--- config.mk ---
export PLATFORM = sky130hd
export DESIGN_NAME = instr_fetch
export DESIGN_NICKNAME = d
export VERILOG_FILES = /design/src/rtl/instr_fetch.sv
export SDC_FILE = /design/constraint.sdc
export NUM_CORES = 1
export LEC_CHECK = 0
export ABC_AREA = 1
export BUFFER_PORTS_ARGS = -buffer_cell sky130_fd_sc_hd__buf_4
export CAP_MARGIN = 20
export CORE_MARGIN = 5
export CORE_UTILIZATION = 40
export CTS_CLUSTER_DIAMETER = 200
export DETAILED_ROUTE_END_ITERATION = 12
export SLEW_MARGIN = 30
export SYNTH_ARGS = -nofsm -noshare
export SYNTH_HDL_FRONTEND = slang
export SYNTH_SLANG_ARGS = --single-unit
export TNS_END_PERCENT = 30
--- constraint.sdc ---
create_clock -name clk -period 1.7 [get_ports clk]
set_clock_uncertainty 0.2 [all_clocks]
set_input_delay 0.17 -clock clk [delete_from_list [all_inputs] [get_ports clk]]
set_output_delay 0.17 -clock clk [all_outputs]
set_load 0.03 [all_outputs]
--- src/rtl/instr_fetch.sv ---
// rtl/instr_fetch.sv - program counter sequencer with halt, branch, wrap flag and cycle counter
module instr_fetch #(
  parameter int PC_W  = 10,
  parameter int CNT_W = 16
) (
  input  logic             clk,
  input  logic             rst_n,
  input  logic             start,
  input  logic             halt_i,
  input  logic             branch_en,
  input  logic             branch_cond,
  input  logic             zero_i,
  input  logic [PC_W-1:0]  target,
  output logic [PC_W-1:0]  pc_o,
  output logic             instr_valid,
  output logic             done,
  output logic             pc_ovf,
  output logic [CNT_W-1:0] cycle_cnt
);

  typedef enum logic [1:0] {
    S_IDLE = 2'd0,
    S_RUN  = 2'd1,
    S_DONE = 2'd2
  } state_t;

  localparam logic [PC_W-1:0]  PC_ZERO  = '0;
  localparam logic [PC_W-1:0]  PC_ONE   = {{(PC_W-1){1'b0}}, 1'b1};
  localparam logic [CNT_W-1:0] CNT_ZERO = '0;
  localparam logic [CNT_W-1:0] CNT_ONE  = {{(CNT_W-1){1'b0}}, 1'b1};

  state_t           r_state;
  logic [PC_W-1:0]  r_pc;
  logic             r_done;
  logic             r_ovf;
  logic [CNT_W-1:0] r_cnt;

  state_t           w_state_nxt;
  logic [PC_W-1:0]  w_pc_nxt;
  logic             w_done_nxt;
  logic             w_ovf_nxt;
  logic [CNT_W-1:0] w_cnt_nxt;

  logic             w_taken;
  logic             w_pc_at_max;
  logic [PC_W-1:0]  w_pc_inc;
  logic [CNT_W-1:0] w_cnt_inc;

  // Branch resolution, sequential pc and saturating count used while running
  always_comb begin
    w_taken     = branch_en & (~branch_cond | zero_i);
    w_pc_at_max = &r_pc;
    w_pc_inc    = r_pc + PC_ONE;
    w_cnt_inc   = (&r_cnt) ? r_cnt : (r_cnt + CNT_ONE);
  end

  // Next-state and next-output selection; abort beats halt beats branch beats increment
  always_comb begin
    w_state_nxt = r_state;
    w_pc_nxt    = r_pc;
    w_done_nxt  = r_done;
    w_ovf_nxt   = r_ovf;
    w_cnt_nxt   = r_cnt;
    case (r_state)
      S_IDLE: begin
        w_pc_nxt   = PC_ZERO;
        w_cnt_nxt  = CNT_ZERO;
        w_ovf_nxt  = 1'b0;
        w_done_nxt = 1'b0;
        if (!start) begin
          w_state_nxt = S_RUN;
        end
      end
      S_RUN: begin
        w_cnt_nxt = w_cnt_inc;
        if (start) begin
          // abort: the running count is discarded along with the pc
          w_state_nxt = S_IDLE;
          w_pc_nxt    = PC_ZERO;
          w_cnt_nxt   = CNT_ZERO;
          w_ovf_nxt   = 1'b0;
          w_done_nxt  = 1'b0;
        end else if (halt_i) begin
          w_state_nxt = S_DONE;
          w_done_nxt  = 1'b1;
        end else if (w_taken) begin
          // a branch onto the current pc is a self-loop, never a wrap
          w_pc_nxt = target;
        end else begin
          w_pc_nxt  = w_pc_inc;
          w_ovf_nxt = r_ovf | w_pc_at_max;
        end
      end
      S_DONE: begin
        w_done_nxt = 1'b1;
        if (start) begin
          w_state_nxt = S_IDLE;
          w_pc_nxt    = PC_ZERO;
          w_cnt_nxt   = CNT_ZERO;
          w_ovf_nxt   = 1'b0;
          w_done_nxt  = 1'b0;
        end
      end
      default: begin
        w_state_nxt = S_IDLE;
        w_pc_nxt    = PC_ZERO;
        w_cnt_nxt   = CNT_ZERO;
        w_ovf_nxt   = 1'b0;
        w_done_nxt  = 1'b0;
      end
    endcase
  end

  // State and output registers, cleared asynchronously by reset
  always_ff @(posedge clk or negedge rst_n) begin
    if (!rst_n) begin
      r_state <= S_IDLE;
      r_pc    <= PC_ZERO;
      r_done  <= 1'b0;
      r_ovf   <= 1'b0;
      r_cnt   <= CNT_ZERO;
    end else begin
      r_state <= w_state_nxt;
      r_pc    <= w_pc_nxt;
      r_done  <= w_done_nxt;
      r_ovf   <= w_ovf_nxt;
      r_cnt   <= w_cnt_nxt;
    end
  end

  assign pc_o        = r_pc;
  assign done        = r_done;
  assign pc_ovf      = r_ovf;
  assign cycle_cnt   = r_cnt;
  assign instr_valid = (r_state == S_RUN);

endmodule

=== Word level (Yosys, flattened, before mapping) ===
Index checks and enable logic that the tools add are counted.

* Input bits: 17
* Register bits: 30
* Output and inout bits: 29
* Logic and storage cells: 49

* Equality and inequality tests: 8
* Reductions and logical operators: 7
* Bitwise gates (word level): 4
* $add $sub $neg: 2
* Mux-type cells: 23

{| class="wikitable"
|+ Operators with widths
! kind !! number
|-
| 2-to-1 mux 16 bit || 3
|-
| 2-to-1 mux 10 bit || 4
|-
| case mux 16 bit (2 select lines) || 1
|-
| case mux 10 bit (2 select lines) || 1
|-
| adder 16 x 1 -> 16 bit (second input constant) || 1
|-
| AND reduction 16 bit || 1
|-
| != test 3 bit (second input constant) || 4
|-
| adder 10 x 1 -> 10 bit (second input constant) || 1
|-
| AND reduction 10 bit || 1
|-
| 2-to-1 mux 2 bit || 4
|-
| 2-to-1 mux 1 bit || 7
|-
| case mux 2 bit (3 select lines) || 1
|-
| AND reduction 3 bit || 2
|-
| != test 2 bit (second input constant) || 2
|-
| case mux 1 bit (2 select lines) || 2
|-
| AND reduction 2 bit || 2
|-
| equality test 2 x 1 -> 1 bit (second input constant) || 1
|-
| equality test 2 bit (second input constant) || 1
|-
| zero test 2 bit || 1
|-
| bitwise OR 1 bit || 2
|-
| AND 1 bit || 1
|-
| NOT 1 bit || 1
|}

=== Logic depth before layout (Yosys ltp) ===
* Depth in word-level cells: 7
* Depth in mapped cells: 13
* Depth with buffers taken out: 11

=== Worst setup path before layout ===
OpenSTA, ideal clock, no wires.

* Path kind: flip-flop to flip-flop
* From: reg r_state[1]
* To: reg r_cnt[13] (netlist: cycle_cnt[13])
* Arrival time: 1757 ps
* Data required time: 1383 ps
* Path buffers: 2
* Library setup time: 117 ps
* Stages on the path, launching flop included: 14
* Period minus slack after synthesis: 2074 ps
* Slack: -374 ps
* Cell sequence: dfrtp_1 > inv_1 > ha_1 > buf_6 > inv_4 > nor2_8 > nand2_4 > nor2_4 > nand2_2 > nand2_4 > inv_4 > buf_6 > nand3_2 > nand2_1

* Longest elaborated chain between the ends: 3
* Elaborated cells on any way between the ends: 6
* Classes of those cells: eq/ne: 4; mux: 1; reduce/logical: 1

{| class="wikitable"
|+ RTL lines
! item !! RTL line !! source
|-
| start: declaration || 32 || <nowiki>state_t r_state;</nowiki>
|-
| start signal: assignment || 123 || <nowiki>r_state <= w_state_nxt;</nowiki>
|-
| equality test 2 x 1 -> 1 bit * || -- ||
|-
| net instr_valid || 15 || <nowiki>output logic instr_valid,</nowiki>
|-
| != test 3 bit (no line) || -- ||
|-
| AND reduction 2 bit (no line) || -- ||
|-
| end signal: assignment || 127 || <nowiki>r_cnt <= w_cnt_nxt;</nowiki>
|-
| end: declaration || 36 || <nowiki>logic [CNT_W-1:0] r_cnt;</nowiki>
|}

Mark *: on every way through the listed nets, which the timed path passes. The rest lies on a longest branch.
A chain may end at the register's enable or synchronous reset.

=== Worst setup path after layout ===
* From: reg r_state[1]
* To: reg r_cnt[2] (netlist: cycle_cnt[2])

* Longest elaborated chain between the ends: 3
* Elaborated cells on any way between the ends: 6
* Classes of those cells: eq/ne: 4; mux: 1; reduce/logical: 1

{| class="wikitable"
|+ RTL lines
! item !! RTL line !! source
|-
| equality test 2 x 1 -> 1 bit or equality test 2 bit (tied branches) || 64 || <nowiki>case (r_state)</nowiki>
|-
| != test 3 bit (no line) or != test 2 bit (tied branches) || -- ||
|-
| AND reduction 2 bit (no line) || -- ||
|}

Several ways; a longest one is shown, not always the timed one.

==> metrics.yaml <==
status: "finished with violations"
violations: "hold timing, setup timing"
synth.distinct_cells: 29
h-tree-depth: 2
yosysMostFrequentCell: "nand2_1"
finalSetupViolCount: 8
arrival_ns: 1.73
ios: 46
hp-class: "input port to flop"
start_util_pct: 41.96
cts_tree: "yes"
drive_above_1_share_pct: 34.25
io_buffers: 45
netlist_area_sq_um: 2008
grt_pass1_wl_microns: 8804
synth_area_leaders: "dfrtp_1, nand2_1, nor2_1"
cap_violations: 0
place_congestion: 0.8533
vdd_drop_max_mv: 0.6664
grt_use_met3_pct: 4.435
drt-vias-per-instance: 4.671
finalHoldViolCount: 1
routed_wl_microns: 5359
rsz0062_at_grt: "true"
avgSynthCellArea_sq_um: 7.276
synthCells: 276
clockBufferDepth: 2
die_area_sq_um: 6538
grt_max_degree: 31
clkSinkCount: 30
synth-seq-cells: 30
num_vias: 2004
slew_violations: 0
fin_nets: 383
clk_pin_slew_worst_paths_ns: 0.07
p_per_area_nw_per_um2: 853.1
met1_usage_pct: 25.81
startpoint_type: "flop"
worst_slack_ns: -0.01898
ys.flop_type: "dfrtp_1"
crit_type: "flop to flop"
die_h_microns: 80.86
grt_overflow_total: 0
fin_crit_sh_pct: 101.1
dieWidth_microns: 80.86
wl_per_cell_microns: 12.49
slew_headroom_pct: 74.11
ys_top_cells_by_count: "nand2_1, nor2_1, inv_1"
synth_top_area_share_pct: 37.38
fin_util_pct: 59.71
crit_required_ns: 1.71
drtIter0Drc: 61
yosysSeqAreaShare_pct: 37.38
synth_edf_count: 0
cpPeakStageDelay_ns: 0.40
p_total_mw: 2.438
syn_to_final_growth_pct: 42.31
p_leak_nw: 1.402
grt_pass1_vias: 1833
grt.busiest_layer: "met1"
finalInstanceArea_sq_um: 2858
antennaDiodeCount: 0
cts-root-buf: "clkbuf_8"
crit_chain: "inv_2, ha_4, inv_6, nor2_8, nand2_4, nor2_4, nand2_2, nand2_4, buf_6, a21oi_2, a21oi_1"
antenna_found_initial: 0
crit_top_cell: "nand2_4"
core_sq_um: 4786
whs_ns: -0.004931
placed_cell_area_sq_um: 2596
crit_fanout: 7
grtUsageMet2_pct: 25.12
dp_hpwl_microns: 4172
period_needed_ns: 1.719
end_kind: "flop"
fp-row-count: 25
critPathSlowestCell: "dfrtp_1"
clock_latency_ns: 0.28
drc_errors: 0
firstDrtPassIters: 6
ys_warn_count: 0
drtAntennaViolNets: 0
max_freq_mhz: 581.7
cts_made_buffers: 5
grt_usage_pct: 17.46
syn-num-nets: 298
ys_async_sr_fraction_pct: 100.0
synth_area_leader_cell: "dfrtp_1"
worstMarginPinSlew_ns: 0.3884
dp_slack_ns: -0.06898
layer usage:
layer | wire length [microns] | vias to the layer above | part of all wire [%]
li1 | - | 1061 | -
met2 | 2320 | 41 | 43
met4 | 56 | 0 | 1.0
met1 | 2733 | 897 | 51
met3 | 249 | 5 | 4.6
met5 | 0 | - | 0
cell usage in the layout (no fill, tap or decap), types with 2 or more instances in the layout:
| cell type | count |
|---|---|
| nand3_2 | 6 |
| nor2_4 | 2 |
| clkbuf_8 | 6 |
| o211ai_1 | 3 |
| buf_4 | 76 |
| buf_6 | 2 |
| nand2_4 | 2 |
| inv_1 | 28 |
| xnor2_1 | 2 |
| inv_2 | 5 |
| nor3_1 | 2 |
| dfrtp_2 | 4 |
| o21ai_0 | 16 |
| o21ai_1 | 3 |
| o21ai_2 | 4 |
| a21oi_1 | 3 |
| dfrtp_1 | 26 |
| nor2_1 | 40 |
| ha_1 | 4 |
| nand2_2 | 2 |
| nand3_1 | 19 |
| o22ai_2 | 2 |
| nand4_1 | 6 |
| nand2_1 | 70 |
| dlygate4sd3_1 | 5 |
| nor2_2 | 4 |
| xor2_1 | 9 |
cells by family after synthesis:
kind of cell,share of synthesized area (%)
simple gates,35.64
compound gates,10.34
fa+ha+maj,3.115
xor+xnor,4.798
flops,37.38
buf+inv,8.722
repair_timing:
item,4_1_cts,5_1_grt
endpoints found under the setup margin,22,30
gates resized for setup,10,12
hold buffers,5,0
endpoints found under the hold margin,34,0
pin swaps,3,3
setup buffers,5,3
final timing paths:
check	start	end	slack (ns)	cells after the start
setup reg to reg	r_state[1]	cycle_cnt[2]	-0.02	11
max in group asynchronous	rst_n	cycle_cnt[6]	0.84	2
hold / removal	target[0]	pc_o[0]	-0.005	3
hold reg to reg	done	done	0.32	2
min in group asynchronous	rst_n	pc_o[2]	0.16	2
setup / recovery	r_state[1]	cycle_cnt[2]	-0.02	11
where the power goes:
| part | internal [mW] | total, mW | switching [mW] |
|---|---|---|---|
| Sequential | 0.781 | 0.843 | 0.0616 |
| Clock | 0.326 | 0.604 | 0.277 |
| Combinational | 0.409 | 0.991 | 0.582 |
registers in the layout, indices dropped and copies added, names as in the netlist:
name	flops
cycle_cnt	16
r_state	2
pc_ovf	1
done	1
pc_o	10
area by class of cell:
| cell class | count | area [sq um] |
|---|---|---|
| Clock buffer | 7 | 86.33 |
| Sequential cell | 30 | 755.7 |
| Fill cell | 458 | 1928 |
| Inverter | 35 | 143.9 |
| Timing Repair Buffer | 83 | 643.1 |
| Tap cell | 67 | 83.83 |
| Multi-Input combinational cell | 206 | 1140 |
| Clock inverter | 1 | 5.005 |
per-stage QoR:
stage / TNS, ns / instances / hold slack [ns]
global placement: -0.07032 / 408 / -0.07047
floorplan: -2.225 / 276 / -0.3256
finish: -0.07306 / 429 / -0.004931
CTS: -0.4910 / 426 / 0.001367
global route: -2.309 / 429 / 0.004709
detailed placement: -0.3024 / 408 / -0.07427
worst max-delay path, delay by kind of cell, from the launching register on:
family                     cells  cell delay, ns
adders and majority gates      1            0.15
DFF                            1            0.40
AOI/OAI and AO/OA              2            0.14
and+or+nand+nor                5            0.48
buffers and inverters          3            0.27
No activity file was read; power rests on OpenSTA's default activity.
